--- config.mk ---
export PLATFORM = sky130hd
export DESIGN_NAME = onehot_codec
export DESIGN_NICKNAME = d
export VERILOG_FILES = /design/src/rtl/onehot_codec.sv
export SDC_FILE = /design/constraint.sdc
export NUM_CORES = 1
export LEC_CHECK = 0
export ABC_AREA = 1
export ABC_CLOCK_PERIOD_IN_PS = 4050
export BUFFER_PORTS_ARGS = -buffer_cell sky130_fd_sc_hd__buf_2
export CORE_AREA = 2 2 68 70
export DETAILED_ROUTE_END_ITERATION = 10
export DIE_AREA = 0 0 70 72
export PLACE_DENSITY_LB_ADDON = 0.05
export SYNTH_ARGS = -nofsm -noshare
export SYNTH_HDL_FRONTEND = slang
export SYNTH_SLANG_ARGS = --single-unit
--- constraint.sdc ---
create_clock -name clk -period 4.05 [get_ports clk]
set_input_delay 0.81 -clock clk [delete_from_list [all_inputs] [get_ports clk]]
set_output_delay 0.81 -clock clk [all_outputs]
set_load 0.01 [all_outputs]
--- src/rtl/onehot_codec.sv ---
// Registered binary/one-hot/thermometer codec on a valid/ready stream with a
// saturating error counter for malformed one-hot operands.
module onehot_codec #(
  parameter int W   = 4,
  parameter int ECW = 8
) (
  input  logic                clk,
  input  logic                rst_n,
  input  logic                in_valid,
  output logic                in_ready,
  input  logic [1:0]          mode,
  input  logic [W-1:0]        in_bin,
  input  logic [(1<<W)-1:0]   in_oh,
  output logic                out_valid,
  input  logic                out_ready,
  output logic [(1<<W)-1:0]   out_oh,
  output logic [W-1:0]        out_bin,
  output logic                out_err,
  output logic [ECW-1:0]      err_count,
  input  logic                err_clr
);

  localparam int N = 1 << W;
  localparam logic [N-1:0]   OH_ONE  = {{(N-1){1'b0}}, 1'b1};
  localparam logic [ECW-1:0] CNT_ONE = {{(ECW-1){1'b0}}, 1'b1};
  localparam logic [ECW-1:0] CNT_MAX = '1;

  typedef enum logic [1:0] {
    MODE_B2OH = 2'd0,
    MODE_OH2B = 2'd1,
    MODE_B2TH = 2'd2,
    MODE_RSVD = 2'd3
  } mode_e;

  function automatic logic [N-1:0] bin2oh(input logic [W-1:0] b);
    logic [N-1:0] r;
    r    = '0;
    r[b] = 1'b1;
    return r;
  endfunction

  function automatic logic [N-1:0] bin2therm(input logic [W-1:0] b);
    logic [N-1:0] r;
    r = '0;
    for (int i = 0; i < N; i++) r[i] = (i <= int'(b));
    return r;
  endfunction

  // Two's-complement trick isolates the lowest set bit.
  function automatic logic [N-1:0] oh_lowest(input logic [N-1:0] v);
    return v & (~v + OH_ONE);
  endfunction

  function automatic logic [W-1:0] oh_index(input logic [N-1:0] v);
    logic [W-1:0] idx;
    idx = '0;
    for (int i = N - 1; i >= 0; i--) begin
      if (v[i]) idx = W'(i);
    end
    return idx;
  endfunction

  function automatic logic oh_bad(input logic [N-1:0] v);
    return (v == '0) || ((v & (v - OH_ONE)) != '0);
  endfunction

  function automatic logic [ECW-1:0] sat_inc(input logic [ECW-1:0] c);
    return (c == CNT_MAX) ? c : c + CNT_ONE;
  endfunction

  logic [N-1:0]   oh_p0;
  logic [W-1:0]   bin_p0;
  logic           err_p0;
  logic [N-1:0]   oh_p1;
  logic [W-1:0]   bin_p1;
  logic           err_p1;
  logic           vld_p1;
  logic [ECW-1:0] err_cnt;
  logic           xfer;

  // Stage p0: combinational conversion of the offered operand.
  always_comb begin
    oh_p0  = '0;
    bin_p0 = '0;
    err_p0 = 1'b0;
    case (mode_e'(mode))
      MODE_B2OH: begin
        oh_p0  = bin2oh(in_bin);
        bin_p0 = in_bin;
      end
      MODE_OH2B: begin
        oh_p0  = oh_lowest(in_oh);
        bin_p0 = oh_index(in_oh);
        err_p0 = oh_bad(in_oh);
      end
      MODE_B2TH: begin
        oh_p0  = bin2therm(in_bin);
        bin_p0 = in_bin;
      end
      default: begin
        err_p0 = 1'b1;
      end
    endcase
  end

  assign in_ready = !vld_p1 || out_ready;
  assign xfer     = in_valid && in_ready;

  // Stage p1: output register, loaded only on a transfer.
  always_ff @(posedge clk) begin
    if (!rst_n) begin
      vld_p1 <= 1'b0;
      oh_p1  <= '0;
      bin_p1 <= '0;
      err_p1 <= 1'b0;
    end else begin
      if (in_ready) vld_p1 <= in_valid;
      if (xfer) begin
        oh_p1  <= oh_p0;
        bin_p1 <= bin_p0;
        err_p1 <= err_p0;
      end
    end
  end

  always_ff @(posedge clk) begin
    if (!rst_n) begin
      err_cnt <= '0;
    end else if (err_clr) begin
      err_cnt <= '0;
    end else if (xfer && err_p0) begin
      err_cnt <= sat_inc(err_cnt);
    end
  end

  assign out_valid = vld_p1;
  assign out_oh    = oh_p1;
  assign out_bin   = bin_p1;
  assign out_err   = err_p1;
  assign err_count = err_cnt;

endmodule

==> Word level (Yosys, flattened, before mapping) <==
Cells that the tools add are included.
{ "word_totals": {"out_inout_bits": 31, "regBits": 30, "wordCells": 66, "inputBits": 27} }
{ "classes": {"add_sub_neg": 3, "n_eq_ne": 3, "n_reduce_logical": 12, "bitwise": 5, "muxes": 21, "magnitude_cmp": 17} }
{ "op_table": {"columns": ["cell", "count"], "rows": [
  ["2-to-1 mux 4 bit", 16],
  ["one-hot mux 16 bit (3 select lines)", 1],
  ["AND 16 bit", 2],
  ["less-or-equal comparator 4 bit (first input constant)", 8],
  ["adder 16 x 1 -> 16 bit (second input constant)", 1],
  ["less-or-equal comparator 3 x 4 -> 1 bit (first input constant)", 4],
  ["logical NOT 16 bit", 1],
  ["NOT 16 bit", 1],
  ["nonzero test 16 bit", 1],
  ["subtractor 16 x 1 -> 16 bit (second input constant)", 1],
  ["adder 8 x 1 -> 8 bit (second input constant)", 1],
  ["== test 8 bit (second input constant)", 1],
  ["less-or-equal comparator 2 x 4 -> 1 bit (first input constant)", 2],
  ["one-hot mux 4 bit (2 select lines)", 1],
  ["less-than comparator 4 x 5 -> 1 bit (second input constant)", 1],
  ["demux 1 bit (select 4 bit)", 1],
  [">= comparator 4 x 1 -> 1 bit (second input constant)", 1],
  ["less-or-equal comparator 1 x 4 -> 1 bit (first input constant)", 1],
  ["OR reduction 2 bit", 2],
  ["logical AND 1 bit", 3],
  ["== test 2 x 1 -> 1 bit (second input constant)", 1],
  ["== test 2 bit (second input constant)", 1],
  ["logical NOT 2 bit", 1],
  ["logical OR 1 bit", 2],
  ["5 further kinds", 6]
]} }

==> Logic depth before layout (Yosys ltp) <==
Gate-level depths: netlist of run 1.
{ "depth": {"word_depth": 17, "mapped_depth": 12, "depth_no_buf": 12} }

==> Worst setup path after synthesis of run 1 <==
No wires, ideal clock.
{ "synth_path": {"path_type": "input-to-reg", "startpoint": "in in_oh[7]", "endpoint": "reg err_cnt[0] (netlist: err_count[0])", "slack_ps": 2080, "path_buffers": 0, "setup_ps": 113, "arrival_time_ps": 1857, "stages": 12, "cell_sequence": "nor2_1 nand2_2 nor2_4 nand2_1 nand2_1 nand2_2 nor2_4 nand3_4 nand3_4 nand2_1 nand2_1 nor2_1"} }
{ "synth_via": {"elab_chain_len": 7, "elab_cells_between_ends": 8, "cone_classes": "add/sub (1); mux (1); bitwise (1); reduce/logical (5)"} }
{ "synth_rtl": {"columns": ["element", "line_no", "text"], "rows": [
  ["start: declaration", "13", "input logic [(1<<W)-1:0] in_oh,"],
  ["subtractor 16 x 1 -> 16 bit", "64", "return (v == '0) || ((v & (v - OH_ONE)) != '0);"],
  ["AND 16 bit", "64", null],
  ["nonzero test 16 bit", "64", null],
  ["logical OR 1 bit (*)", "64", null],
  ["one-hot mux 1 bit (2 select lines) (*)", "86", "case (mode_e'(mode))"],
  ["logical AND 1 bit (*)", "131", "end else if (xfer && err_p0) begin"],
  ["AND reduction 2 bit (no line) (*)", null, null],
  ["end signal: assignment", "132", "err_cnt <= sat_inc(err_cnt);"],
  ["end: declaration", "78", "logic [ECW-1:0] err_cnt;"]
]} }
Every way passes the cells marked *; elsewhere a longest branch is shown, timed or not.
A chain may end at the register's enable or synchronous reset.

==> Worst setup path in the final report of run 1 <==
{ "layout_path": {"startpoint": "in out_ready", "endpoint": "reg bin_p1[2] (netlist: out_bin[2])"} }
{ "layout_via": {"elab_chain_len": 2} }
{ "layout_rtl": {"columns": ["element", "line_no", "text"], "rows": [
  ["start: declaration", "15", "input logic out_ready,"],
  ["logical OR 1 bit", "106", "assign in_ready = !vld_p1 || out_ready;"],
  ["logical AND 1 bit", "107", "assign xfer = in_valid && in_ready;"],
  ["end signal: assignment", "120", "bin_p1 <= bin_p0;"],
  ["end: declaration", "75", "logic [W-1:0] bin_p1;"]
]} }
Every way passes these cells.

==> results of run 1 <==
## metrics by stage
step | instances | cell area (µm²) | total power, mW | setup WS, ns
final | 447 | 2499 | 0.6894 | 1.790
after global routing | 447 | 2499 | 0.7232 | 1.562
after CTS | 447 | 2499 | 0.6931 | 1.777
after detailed placement | 439 | 2407 | 0.4469 | 1.480
after global placement | 439 | 2407 | 0.4474 | 1.527
after floorplan | 335 | 2077 | 0.3940 | 2.080
## worst max path at each step
stage                          from                   endpoint  slack [ns]  cells after the start
final                     out_ready    out_bin[2]$_SDFFE_PN0P_        1.79                      7
after global routing      out_ready    out_bin[2]$_SDFFE_PN0P_        1.56                      7
after CTS                 out_ready    out_bin[2]$_SDFFE_PN0P_        1.78                      7
after detailed placement  out_ready    out_bin[2]$_SDFFE_PN0P_        1.48                      7
after global placement    out_ready    out_bin[2]$_SDFFE_PN0P_        1.53                      7
after floorplan            in_oh[7]  err_count[0]$_SDFFE_PP0P_        2.08                     12
## cells in the final DEF, fill, tap and decap left out, drive strengths merged, types with 2 or more instances in the layout
cell type,Yosys,final
nor2,53,53
nand4,11,11
nor4,2,2
buf,2,57
clkinv,2,3
a31oi,2,2
o221ai,2,2
clkbuf,3,7
inv,37,37
a21boi,2,2
xor2,4,4
dfxtp,30,30
o21ai,21,21
o31ai,5,5
nand2,91,91
xnor2,2,2
nor3,6,6
nand3,16,16
a21oi,38,38
## cells by family (layout without fill, tap and decap cells)
kind of cell / count (synthesis) / after routing / synth area share, %
compound gates: 74 / 74 / 19.82
xor+xnor: 6 / 6 / 2.530
fa+ha+maj: 1 / 1 / 0.6023
buf+inv: 44 / 104 / 8.012
flops: 30 / 30 / 28.92
simple gates: 180 / 180 / 40.12
## registers in the layout, summed over array words and instances (netlist names)
name       cells
out_bin        4
out_valid      1
out_err        1
out_oh        16
err_count      8
## metal layers
| metal | up-vias | GRT usage (%) |
|---|---|---|
| met3 | 14 | 4.306 |
| li1 | 1229 | - |
| met2 | 81 | 44.23 |
| met1 | 1083 | 30.74 |
| met5 | - | 0 |
| met4 | 0 | 10.04 |
## synthesized netlist by cell type, drive strengths merged
cell type	instances
o221ai	2
a21boi	2
o21ai	21
a21oi	38
ha	1
a2111oi	1
xnor2	2
nor4	2
inv	37
clkinv	2
a31oi	2
o221a	1
o22ai	1
nor2	53
o31ai	5
nand3b	1
nand4	11
nand2	91
nor3	6
xor2	4
clkbuf	3
buf	2
a211oi	1
nand3	16
dfxtp	30
## tightest hold or removal path, delay by kind of cell (launching register included)
family / cells / cell delay (ns)
DFF: 1 / 0.30
and+or+nand+nor: 1 / 0.06
AOI/OAI and AO/OA: 1 / 0.05
## power by group
| part | switching [mW] | leakage [nW] | internal [mW] |
|---|---|---|---|
| clock network | 0.110 | 0.0482 | 0.137 |
| logic | 0.0899 | 0.857 | 0.0423 |
| registers | 0.00508 | 0.244 | 0.305 |
| total | 0.205 | 1.15 | 0.484 |
## final cells by class
class,count,area share [%]
clock inverter,1,0.2003
inverter,39,5.859
timing repair buffer,57,11.42
multi-input combinational,261,52.43
tap,52,2.604
sequential,30,24.04
clock buffer,7,3.455
==> impl_results.rst, run 1 <==
.. list-table::
   :header-rows: 1

   * - Metric
     - Value
   * - Shortest clock period the worst path allows after layout
     - 2.260 ns
   * - Largest area contributor in the netlist
     - sky130_fd_sc_hd__dfxtp_1
   * - Height of the die
     - 72 µm
   * - Worst R2R Path Depth
     - 5
   * - Average routed wire per standard cell
     - 13.77 µm
   * - Clk_skew
     - 0.005863 ns
   * - End of the worst hold path
     - out_err$_SDFFE_PN0P_
   * - Endpoint kind of the worst setup timing path
     - flop
   * - Vias
     - 2,407
   * - WP data required
     - 4.22 ns
   * - Max layer used
     - met4
   * - Proportion of netlist area held by the largest area contributor
     - 28.92%
   * - Number of violations of the max-capacitance limit
     - 0
   * - Reg-to-reg slack, setup
     - 2.10 ns
   * - Count of routing violations after the opening detailed-route iteration
     - 203
   * - RSZ-0062 raised after global routing
     - no
   * - Number of detailed-routing iterations run before antenna repair
     - 5
   * - Cells traversed along the worst timing path
     - buf_2 > inv_1 > nand2_1 > nand2_1 > inv_1 > o21ai_0 > o221a_2
   * - Pin count of the biggest net entering global routing
     - 24
   * - Power Density
     - 275.9 mW/mm²
   * - HP Start
     - out_err$_SDFFE_PN0P_
   * - Vias per Instance
     - 5.385
   * - Maximum clock insertion buffer count
     - 2
   * - Detail Placement HPWL
     - 4866 µm
   * - Ant diodes
     - 0
   * - Final setup fails
     - 0
   * - YS warnings
     - 0
   * - Class of the worst hold path
     - reg2reg
   * - Buffer count from post-CTS setup fixing
     - 0
   * - Antenna violations before repair
     - 0
   * - Leakage power summed over all cells
     - 1.150 nW
   * - Depth of the worst hold-timing path
     - 2
   * - Final count of hold timing violations
     - 0
   * - Number of nets with antenna violations after detailed routing
     - 0
   * - Number of global-route vias before repair
     - 2,246
   * - Total of flip-flops plus latches after synthesis
     - 30
   * - Worst ir drop on vdd
     - 0.0001962 V
   * - Transition time at the pin with the least slew margin
     - 0.7600 ns
   * - Synthesized area
     - 0.002077 mm²
   * - Initial standard-cell utilization of the core
     - 48.71%
   * - Hold-fix buffers, CTS
     - 0
   * - Launch instance of the worst register-to-register path
     - out_valid$_SDFFE_PN0N_
   * - Sum of buffers and inverters on the critical path
     - 3
   * - Total DRC errors in the routed layout
     - 0
   * - PostCTS Resize Cnt
     - 0
   * - I/O pin cnt
     - 58
   * - Number of filler instances in the final layout
     - 420
   * - Routed met2 length
     - 3018 µm
   * - Largest fanout on the critical path
     - 23
   * - Layout Utilization
     - 58.60%
   * - Die X-Extent
     - 70 µm
   * - GRT Residual Overflow
     - 0
   * - Synthesized area per cell
     - 6.200 µm²
   * - Clock buffers created by TritonCTS
     - 5
   * - Footprint of the multi-input gates
     - 0.001310 mm²
   * - Placeable core region
     - 0.004264 mm²
   * - # port buffers
     - 57
   * - Clock tree from TritonCTS
     - built
   * - Area growth, synth to finish
     - 20.30%
   * - Layout Nets
     - 422
   * - Arrival time at the worst endpoint
     - 2.43 ns
   * - Total number of H-tree levels
     - 2
   * - CP max stage delay
     - 0.54 ns
   * - Kind of cell with the highest combined delay on the critical path
     - buffers and inverters
   * - Clock latency of the later-clocked register in the worst-skew pair
     - 0.29 ns
   * - Type of origin of the critical path
     - input port
   * - Leading post-synthesis cells by cell area
     - sky130_fd_sc_hd__dfxtp_1, sky130_fd_sc_hd__nand2_1, sky130_fd_sc_hd__a21oi_1, sky130_fd_sc_hd__nor2_1, sky130_fd_sc_hd__inv_1
   * - All-layer global routing usage
     - 25.13%
   * - Synthesized netlist cell count
     - 335
   * - Root Buffer Master
     - sky130_fd_sc_hd__clkbuf_8
   * - Final period util
     - 55.79%
   * - Crit Path Category
     - in2reg
   * - Mapped Nets
     - 363
   * - Result of the run
     - completed
   * - Routed wire length
     - 6155 µm
   * - Met3 routed wirelength
     - 342 µm
   * - Slowest cell on crit path
     - sky130_fd_sc_hd__inv_1
   * - Clock Pin Slew Worst Setup and Hold Paths
     - 0.06 ns
   * - Global-route wire length before repair
     - 10,100 µm
   * - Placement Rows
     - 24
   * - Final-layout worst hold slack
     - 0.4595 ns
   * - Final RePlAce weighted congestion
     - 0.9677
   * - Die Outline Area
     - 0.005040 mm²
   * - Clock sink count
     - 30
   * - Fmax
     - 442.5 MHz
   * - Max-slew violation count
     - 0
   * - Share of final-layout standard cells stronger than drive strength 1
     - 21.01%
   * - Sequential-to-total area share from yosys stat
     - 28.92%
   * - Sum of routed wire segments on met1
     - 2643 µm
   * - Worst slew margin relative to its limit
     - 49.21%
   * - Sum of negative setup slack
     - 0 ns
   * - Count of different cell masters after synthesis
     - 33
   * - Register area
     - 600.6 µm²
   * - Worst R2R End
     - out_bin[2]$_SDFFE_PN0P_
(Power assumes the default switching activity.)
==> run 2: changes to the inputs <==
Settings changed: ABC_AREA 1 to 0, ABC_CLOCK_PERIOD_IN_PS 4050 to 2100.
Clock period 4.05 ns to 2.1 ns, I/O delays scaled along.
==> run 2 against run 1 <==
The run now ends with setup timing left. Synthesized cell count fell by 19%. Sequential cell count unchanged. Area after synthesis decreased by 1.3%. Clock power is 100% higher. Global-route usage shrank 1.6 points. Routed wire length down 3.1%. Core utilization rose by 7.0 points. Total power grew 100%. Final area grew 12%. Highest routed layer unchanged. Die area is the same.
==> impl_results.rst, run 2 <==
.. list-table::
   :header-rows: 1

   * - Metric
     - Value
   * - Fraction of power consumed by combinational cells
     - 22.2% (+3.0 points)
   * - Most common flop cell mapped by yosys
     - sky130_fd_sc_hd__dfxtp_1
   * - Cell Count, Final, Fillers Out
     - 407 (-8.9%)
   * - Detail Placement HPWL
     - 4413 µm (-9.3%)
   * - Root Buffer Master
     - sky130_fd_sc_hd__clkbuf_8
   * - Leakage power summed over all cells
     - 1.228 nW (+6.8%)
   * - Type of origin of the critical path
     - input port
   * - Largest fanout on the critical path
     - 8 (-65%)
   * - Synthesized area
     - 0.002049 mm² (-1.3%)
   * - Area growth, synth to finish
     - 36.51%
   * - Most common library cells after synthesis
     - sky130_fd_sc_hd__dfxtp_1, sky130_fd_sc_hd__nor2_1, sky130_fd_sc_hd__nand2_1
   * - Maximum clock insertion buffer count
     - 2 (unchanged)
   * - Cell with the most instances after synthesis
     - sky130_fd_sc_hd__dfxtp_1
   * - Violations in the final reports
     - setup timing
   * - Total DRC errors in the routed layout
     - 0 (unchanged)
   * - GRT Residual Overflow
     - 0 (unchanged)
   * - Launch instance of the worst register-to-register path
     - err_count[0]$_SDFFE_PP0P_
   * - Average routed wire per standard cell
     - 14.65 µm (+6.4%)
   * - Layout Utilization
     - 65.61% (+7.0 points)
   * - Ant diodes
     - 0 (unchanged)
   * - Transition time at the pin with the least slew margin
     - 0.3987 ns (-0.3614 ns)
   * - Number of global-route vias before repair
     - 2,097 (-6.6%)
   * - Antenna violations before repair
     - 0 (unchanged)
   * - Mapped Nets
     - 300 (-17%)
   * - Clk_skew
     - 0.002498 ns (-0.003365 ns)
   * - Clock tree from TritonCTS
     - built
   * - Routed wire length
     - 5963 µm (-3.1%)
   * - Pre-CTS setup slack
     - -0.5074 ns (-1.987 ns)
   * - Count of different cell masters after synthesis
     - 52 (+58%)
   * - Int Power
     - 0.9869 mW (+100%)
   * - Class of the worst hold path
     - in2reg
   * - Synthesized netlist cell count
     - 272 (-19%)
   * - Sequential-to-total area share from yosys stat
     - 29.30% (+0.39 points)
   * - Share of total power consumed by net switching
     - 29.56% (-0.20 points)
   * - Max-slew violation count
     - 0 (unchanged)
   * - Synthesized area per cell
     - 7.535 µm² (+22%)
   * - Initial standard-cell utilization of the core
     - 48.06% (-0.65 points)
   * - Endpoint kind of the worst setup timing path
     - flop
   * - Proportion of power drawn by flip-flops and latches
     - 42.6% (-2.4 points)
   * - Number of detailed-routing iterations run before antenna repair
     - 4 (-1)
   * - Layout Nets
     - 382 (-9.5%)
   * - Number of violations of the max-capacitance limit
     - 0 (unchanged)
   * - Final period util
     - 107.6%
   * - Clock Pin Slew Worst Setup and Hold Paths
     - 0.07 ns (about the same)
   * - Number of filler instances in the final layout
     - 408 (-2.9%)
   * - All-layer global routing usage
     - 23.56% (-1.6 points)
   * - Vias per Instance
     - 5.705 (+5.9%)
   * - Worst R2R End
     - err_count[3]$_SDFFE_PP0P_
   * - Die Outline Area
     - 0.005040 mm² (unchanged)
   * - Pin count of the biggest net entering global routing
     - 22 (-8.3%)
   * - Reg-to-reg slack, setup
     - 0.36 ns (-1.74 ns)
   * - Total of flip-flops plus latches after synthesis
     - 30 (unchanged)
   * - Final RePlAce weighted congestion
     - 0.9493 (-1.9%)
   * - # port buffers
     - 57 (unchanged)
   * - Setup crit start
     - in_oh[3]
   * - Worst R2R Path Depth
     - 7 (+2)
   * - Leading post-synthesis cells by cell area
     - sky130_fd_sc_hd__dfxtp_1, sky130_fd_sc_hd__o21ai_0, sky130_fd_sc_hd__nor2_1, sky130_fd_sc_hd__nand2_1, sky130_fd_sc_hd__a22oi_1
   * - Async set-or-reset flop fraction in the synthesized netlist
     - 0% (unchanged)
   * - Slack of the critical path
     - -0.1586 ns (-1.949 ns)
   * - Global-route wire length before repair
     - 9660 µm (-4.4%)
   * - Final setup fails
     - 9 (+9)
   * - Vias
     - 2,322 (-3.5%)
   * - WP data required
     - 2.28 ns (-1.94 ns)
   * - RSZ-0062 raised after global routing
     - yes
   * - I/O pin cnt
     - 58 (unchanged)
   * - Height of the die
     - 72 µm (unchanged)
   * - Largest area contributor in the netlist
     - sky130_fd_sc_hd__dfxtp_1
   * - Count of routing violations after the opening detailed-route iteration
     - 157 (-23%)
   * - Worst ir drop on vdd
     - 0.0003676 V (+87%)
   * - Cell total after placement
     - 395 (-10%)
   * - Number of enable flip-flop cells after synthesis
     - 0 (unchanged)
   * - Crit Path Category
     - in2reg
   * - Final count of hold timing violations
     - 0 (unchanged)
   * - Leading cell type in the layout, fill and taps excluded
     - sky130_fd_sc_hd__buf_2
   * - Hold-fix buffers, CTS
     - 0 (unchanged)
   * - Sum of negative setup slack
     - -1.125 ns (-1.125 ns)
   * - Total number of H-tree levels
     - 2 (unchanged)
   * - Placeable core region
     - 0.004264 mm² (unchanged)
   * - Worst slew margin relative to its limit
     - 73.37% (+24 points)
   * - Design Power
     - 1.401 mW (+100%)
   * - Fraction of power consumed by the clock network
     - 35.2% (-0.6 points)
   * - Arrival time at the worst endpoint
     - 2.44 ns (about the same)
   * - Clock buffers created by TritonCTS
     - 5 (unchanged)
   * - Die X-Extent
     - 70 µm (unchanged)
   * - Clock latency of the later-clocked register in the worst-skew pair
     - 0.28 ns (about the same)
   * - Highest-count cells in the layout ignoring fill and taps
     - sky130_fd_sc_hd__buf_2, sky130_fd_sc_hd__buf_4, sky130_fd_sc_hd__dfxtp_1
   * - Largest register FFs
     - 16 (unchanged)
   * - Setup crit end
     - err_count[0]$_SDFFE_PP0P_
   * - Power Density
     - 500.8 mW/mm² (+82%)
   * - Switching power
     - 0.4142 mW (+100%)
   * - Number of nets with antenna violations after detailed routing
     - 0 (unchanged)
   * - Shortest clock period the worst path allows after layout
     - 2.259 ns
   * - Result of the run
     - finished, violations left
   * - Fmax
     - 442.7 MHz
   * - YS warnings
     - 0 (unchanged)
   * - Clock sink count
     - 30 (unchanged)
   * - Proportion of netlist area held by the largest area contributor
     - 29.30% (+0.39 points)
   * - Placement Rows
     - 24 (unchanged)
   * - Share of final-layout standard cells stronger than drive strength 1
     - 34.65% (+14 points)
==> run 2: critical path, stage by stage <==
cell                        delay, ns
sky130_fd_sc_hd__buf_6           0.09
sky130_fd_sc_hd__or4_4           0.58
sky130_fd_sc_hd__o32ai_2         0.29
sky130_fd_sc_hd__o21ai_2         0.10
sky130_fd_sc_hd__nor4_4          0.30
sky130_fd_sc_hd__buf_4           0.18
sky130_fd_sc_hd__o2111ai_4       0.20
sky130_fd_sc_hd__a31o_1          0.26
==> run 2: worst min-delay path by stage <==
| stage | startpoint | end | cells past startpoint |
|---|---|---|---|
| 2_1_floorplan | out_err$_SDFFE_PN0P_ | out_err$_SDFFE_PN0P_ | 2 |
| 3_3_place_gp | out_err$_SDFFE_PN0P_ | out_err$_SDFFE_PN0P_ | 2 |
| 5_1_grt | in_valid | out_valid$_SDFFE_PN0N_ | 3 |
| 6_report | in_valid | out_valid$_SDFFE_PN0N_ | 3 |
| 4_1_cts | in_valid | out_valid$_SDFFE_PN0N_ | 3 |
| 3_5_place_dp | out_err$_SDFFE_PN0P_ | out_err$_SDFFE_PN0P_ | 2 |
==> run 2: final cells by class <==
class                           count  area, µm²  share of cell area [%]
Clock inverter                      2      12.51                  0.4472
Inverter                            9      33.78                   1.208
Multi-Input combinational cell    215       1429                   51.07
Tap cell                           52      65.06                   2.326
Timing Repair Buffer               93      574.3                   20.53
Sequential cell                    30      600.6                   21.47
Clock buffer                        6      82.58                   2.952
==> run 2: per-layer routing <==
| layer | part of all wire [%] | track usage [%] | vias to the layer above |
|---|---|---|---|
| met1 | 46 | 31.70 | 1068 |
| met3 | 6.1 | 4.722 | 7 |
| met4 | 0.80 | 8.333 | 0 |
| met5 | 0 | 0 | - |
| met2 | 47 | 37.88 | 82 |
| li1 | - | - | 1165 |
==> run 2: cell families (layout without fill, tap and decap cells) <==
logic type	Yosys count	after routing	synth area share, %
compound gates	90	91	30.77
flops	30	30	29.30
fa+ha+maj	2	2	1.099
buf+inv	28	110	6.227
simple gates	118	118	30.65
mux	4	4	1.954
==> run 2: timing repair <==
| item | in CTS | in global routing |
|---|---|---|
| setup endpoints to repair | 9 | 9 |
| buffers inserted | 2 | 1 |
| gates resized for setup | 7 | 13 |
| hold endpoints to repair | 0 | 0 |
| cloned | 1 | 0 |
| pin swaps | 4 | 8 |
==> run 2: power by group through the flow <==
stage                     clock network (mW)  logic (mW)  registers (mW)
after floorplan                            0       0.152           0.619
after global placement                     0       0.290           0.610
after detailed placement                   0       0.291           0.610
after CTS                              0.508       0.300           0.598
after global routing                   0.528       0.339           0.600
final                                  0.493       0.311           0.597
==> run 2: through the flow <==
stage                     hold WS (ns)  cell area, µm²
after floorplan                 0.4792            2059
after global placement          0.4449            2560
after detailed placement        0.4476            2560
after CTS                       0.3954            2710
after global routing            0.4147            2798
final                           0.3990            2798
==> run 3: changes to the inputs <==
Settings changed: ABC_CLOCK_PERIOD_IN_PS 2100 to 1850, CORE_AREA 2 2 68 70 to 2 2 70 72, DIE_AREA 0 0 70 72 to 0 0 72 74.
Clock period 2.1 ns to 1.85 ns, I/O delays scaled along.
==> run 3 against run 2 <==
The flow still finishes with violations (setup timing). Non-clock buffer count up 5. Die area up 5.7%. Combinational power is 21% higher. Sequential share of layout area shrank 1.2 points. Worst hold slack got worse by 0.054 ns. Count of clock-buffer cells in the layout unchanged. Highest routed layer unchanged. Largest power group unchanged. Register-to-register slack got worse by 0.18 ns. Sequential power increased by 14%. First-iteration DRC count rose by 73%.
==> impl_results.rst, run 3 (same netlist as run 2, synthesis figures left out) <==
.. list-table::
   :header-rows: 1

   * - Metric
     - Value
   * - Root Buffer Master
     - sky130_fd_sc_hd__clkbuf_8
   * - Crit Path Category
     - in2reg
   * - Worst R2R Path Depth
     - 7 (unchanged)
   * - Placeable core region
     - 0.004598 mm² (+7.8%)
   * - Met2 routing resource usage after global routing
     - 40.33% (+2.4 points)
   * - Endpoint kind of the worst setup timing path
     - flop
   * - Slack of the critical path
     - -0.3385 ns (-0.1798 ns)
   * - Class of the worst hold path
     - in2reg
   * - Average routed wire per standard cell
     - 14.96 µm (+2.1%)
   * - Cell Count, Final, Fillers Out
     - 413 (+1.5%)
   * - Cell total after placement
     - 400 (+1.3%)
   * - I/O pin cnt
     - 58 (unchanged)
   * - Clock latency of the later-clocked register in the worst-skew pair
     - 0.28 ns (about the same)
   * - Hold-fix buffers, CTS
     - 0 (unchanged)
   * - Clock buffers created by TritonCTS
     - 5 (unchanged)
   * - Antenna violations before repair
     - 0 (unchanged)
   * - Power Density
     - 586.5 mW/mm² (+17%)
   * - Placement Rows
     - 25 (+4.2%)
   * - Routed wire length
     - 6177 µm (+3.6%)
   * - Vias
     - 2,338 (+0.69%)
   * - Worst slew margin relative to its limit
     - 70.57% (-2.8 points)
   * - Arrival time at the worst endpoint
     - 2.37 ns (-0.07 ns)
   * - Leakage power summed over all cells
     - 1.275 nW (+3.8%)
   * - RSZ-0062 raised after global routing
     - yes
   * - Global-route wire length before repair
     - 10,040 µm (+3.9%)
   * - Layer with the highest usage after global routing
     - met2
   * - Fmax
     - 456.9 MHz
   * - Clk_skew
     - 0.005105 ns (+0.002607 ns)
   * - Type of origin of the critical path
     - input port
   * - Transition time at the pin with the least slew margin
     - 0.4406 ns (+0.04189 ns)
   * - WP data required
     - 2.03 ns (-0.25 ns)
   * - Final-layout worst hold slack
     - 0.3451 ns (-0.05389 ns)
   * - Clock sink count
     - 30 (unchanged)
   * - Pin count of the biggest net entering global routing
     - 21 (-4.5%)
   * - Die X-Extent
     - 72 µm (+2.9%)
   * - Leading cell type in the layout, fill and taps excluded
     - sky130_fd_sc_hd__buf_2
   * - Shortest clock period the worst path allows after layout
     - 2.188 ns
   * - Final RePlAce weighted congestion
     - 0.8599 (-9.4%)
   * - Highest-count cells in the layout ignoring fill and taps
     - sky130_fd_sc_hd__buf_2, sky130_fd_sc_hd__buf_4, sky130_fd_sc_hd__dfxtp_1
   * - Final setup fails
     - 16 (+7)
   * - Violations in the final reports
     - setup timing
   * - Worst ir drop on vdd
     - 0.0003730 V (+1.5%)
   * - Count of routing violations after the opening detailed-route iteration
     - 272 (+73%)
   * - Maximum clock insertion buffer count
     - 2 (unchanged)
   * - Number of nets with antenna violations after detailed routing
     - 0 (unchanged)
   * - Total DRC errors in the routed layout
     - 0 (unchanged)
   * - All-layer global routing usage
     - 23.97% (+0.41 points)
   * - Final period util
     - 118.3%
   * - Fraction of met1 tracks used by global routing
     - 32.37% (+0.66 points)
   * - Met3 layer usage reported by global route
     - 4.065% (-0.66 points)
   * - Largest register FFs
     - 16 (unchanged)
   * - Layout Nets
     - 387 (+1.3%)
   * - Die Outline Area
     - 0.005328 mm² (+5.7%)
   * - Total number of H-tree levels
     - 2 (unchanged)
   * - Height of the die
     - 74 µm (+2.8%)
   * - Detail Placement HPWL
     - 4482 µm (+1.6%)
   * - Number of global-route vias before repair
     - 2,130 (+1.6%)
   * - Number of detailed-routing iterations run before antenna repair
     - 4 (unchanged)
   * - Number of violations of the max-capacitance limit
     - 0 (unchanged)
   * - Ant diodes
     - 0 (unchanged)
   * - Vias per Instance
     - 5.661 (-0.77%)
   * - Largest fanout on the critical path
     - 8 (unchanged)
   * - Design Power
     - 1.735 mW (+24%)
   * - Pre-CTS setup slack
     - -0.7183 ns (-0.2109 ns)
   * - Share of final-layout standard cells stronger than drive strength 1
     - 39.55% (+4.9 points)
   * - Layout Utilization
     - 64.35% (-1.3 points)
   * - Initial standard-cell utilization of the core
     - 44.57% (-3.5 points)
   * - Final count of hold timing violations
     - 0 (unchanged)
   * - Area growth, synth to finish
     - 44.38%
   * - Clock tree from TritonCTS
     - built
   * - Max-slew violation count
     - 0 (unchanged)
   * - GRT Residual Overflow
     - 0 (unchanged)
   * - Result of the run
     - finished, violations left
   * - Depth of the worst hold-timing path
     - 3 (unchanged)
   * - Clock Pin Slew Worst Setup and Hold Paths
     - 0.06 ns (about the same)
   * - # port buffers
     - 57 (unchanged)
-- run 3: power breakdown --
| part | internal (mW) | total, mW | switching [mW] |
|---|---|---|---|
| logic | 0.166 | 0.377 | 0.211 |
| registers | 0.668 | 0.679 | 0.0115 |
| clock network | 0.431 | 0.679 | 0.249 |
-- run 3: per-layer routing --
layer / vias up / part of all wire, % / routed length [µm]
met4: 0 / 0.53 / 33
li1: 1177 / - / -
met2: 72 / 48 / 2994
met5: - / 0 / 0
met3: 4 / 4.3 / 268
met1: 1085 / 47 / 2881
-- run 3: per-stage QoR --
step | setup TNS [ns] | cell area, µm²
6_report | -3.221 | 2959
5_1_grt | -4.249 | 2959
4_1_cts | -2.951 | 2843
3_5_place_dp | -10.14 | 2592
3_3_place_gp | -9.758 | 2592
2_1_floorplan | -4.878 | 2067
-- run 3: what timing repair did --
item	CTS	global route
pin swaps	9	23
cloned	1	0
gates resized for setup	23	23
setup endpoints to repair	16	21
buffers inserted	2	3
-- run 3: worst paths after layout --
kind,to,slack (ns),from
worst max-delay path,err_count[0]$_SDFFE_PP0P_,-0.34,in_oh[2]
worst min-delay path,out_valid$_SDFFE_PN0N_,0.35,in_valid
worst max register to register,err_count[3]$_SDFFE_PP0P_,0.18,err_count[0]$_SDFFE_PP0P_
worst min register to register,out_oh[3]$_SDFFE_PN0P_,0.46,out_oh[3]$_SDFFE_PN0P_
-- run 3: cell type report --
cell class / instances / area (µm²)
Clock inverter: 1 / 30.03
Clock buffer: 6 / 82.58
Timing Repair Buffer: 98 / 626.9
Tap cell: 54 / 67.56
Sequential cell: 30 / 600.6
Inverter: 9 / 33.78
Fill cell: 415 / 1639
Multi-Input combinational cell: 215 / 1518
-- run 3: worst max-delay path: stages --
cell and delay, ns:
sky130_fd_sc_hd__buf_6 0.09, sky130_fd_sc_hd__or4_4 0.58, sky130_fd_sc_hd__or2_4 0.27, sky130_fd_sc_hd__o22a_4 0.19, sky130_fd_sc_hd__nor4_4 0.28, sky130_fd_sc_hd__buf_4 0.19, sky130_fd_sc_hd__o2111ai_4 0.17, sky130_fd_sc_hd__a31o_1 0.23
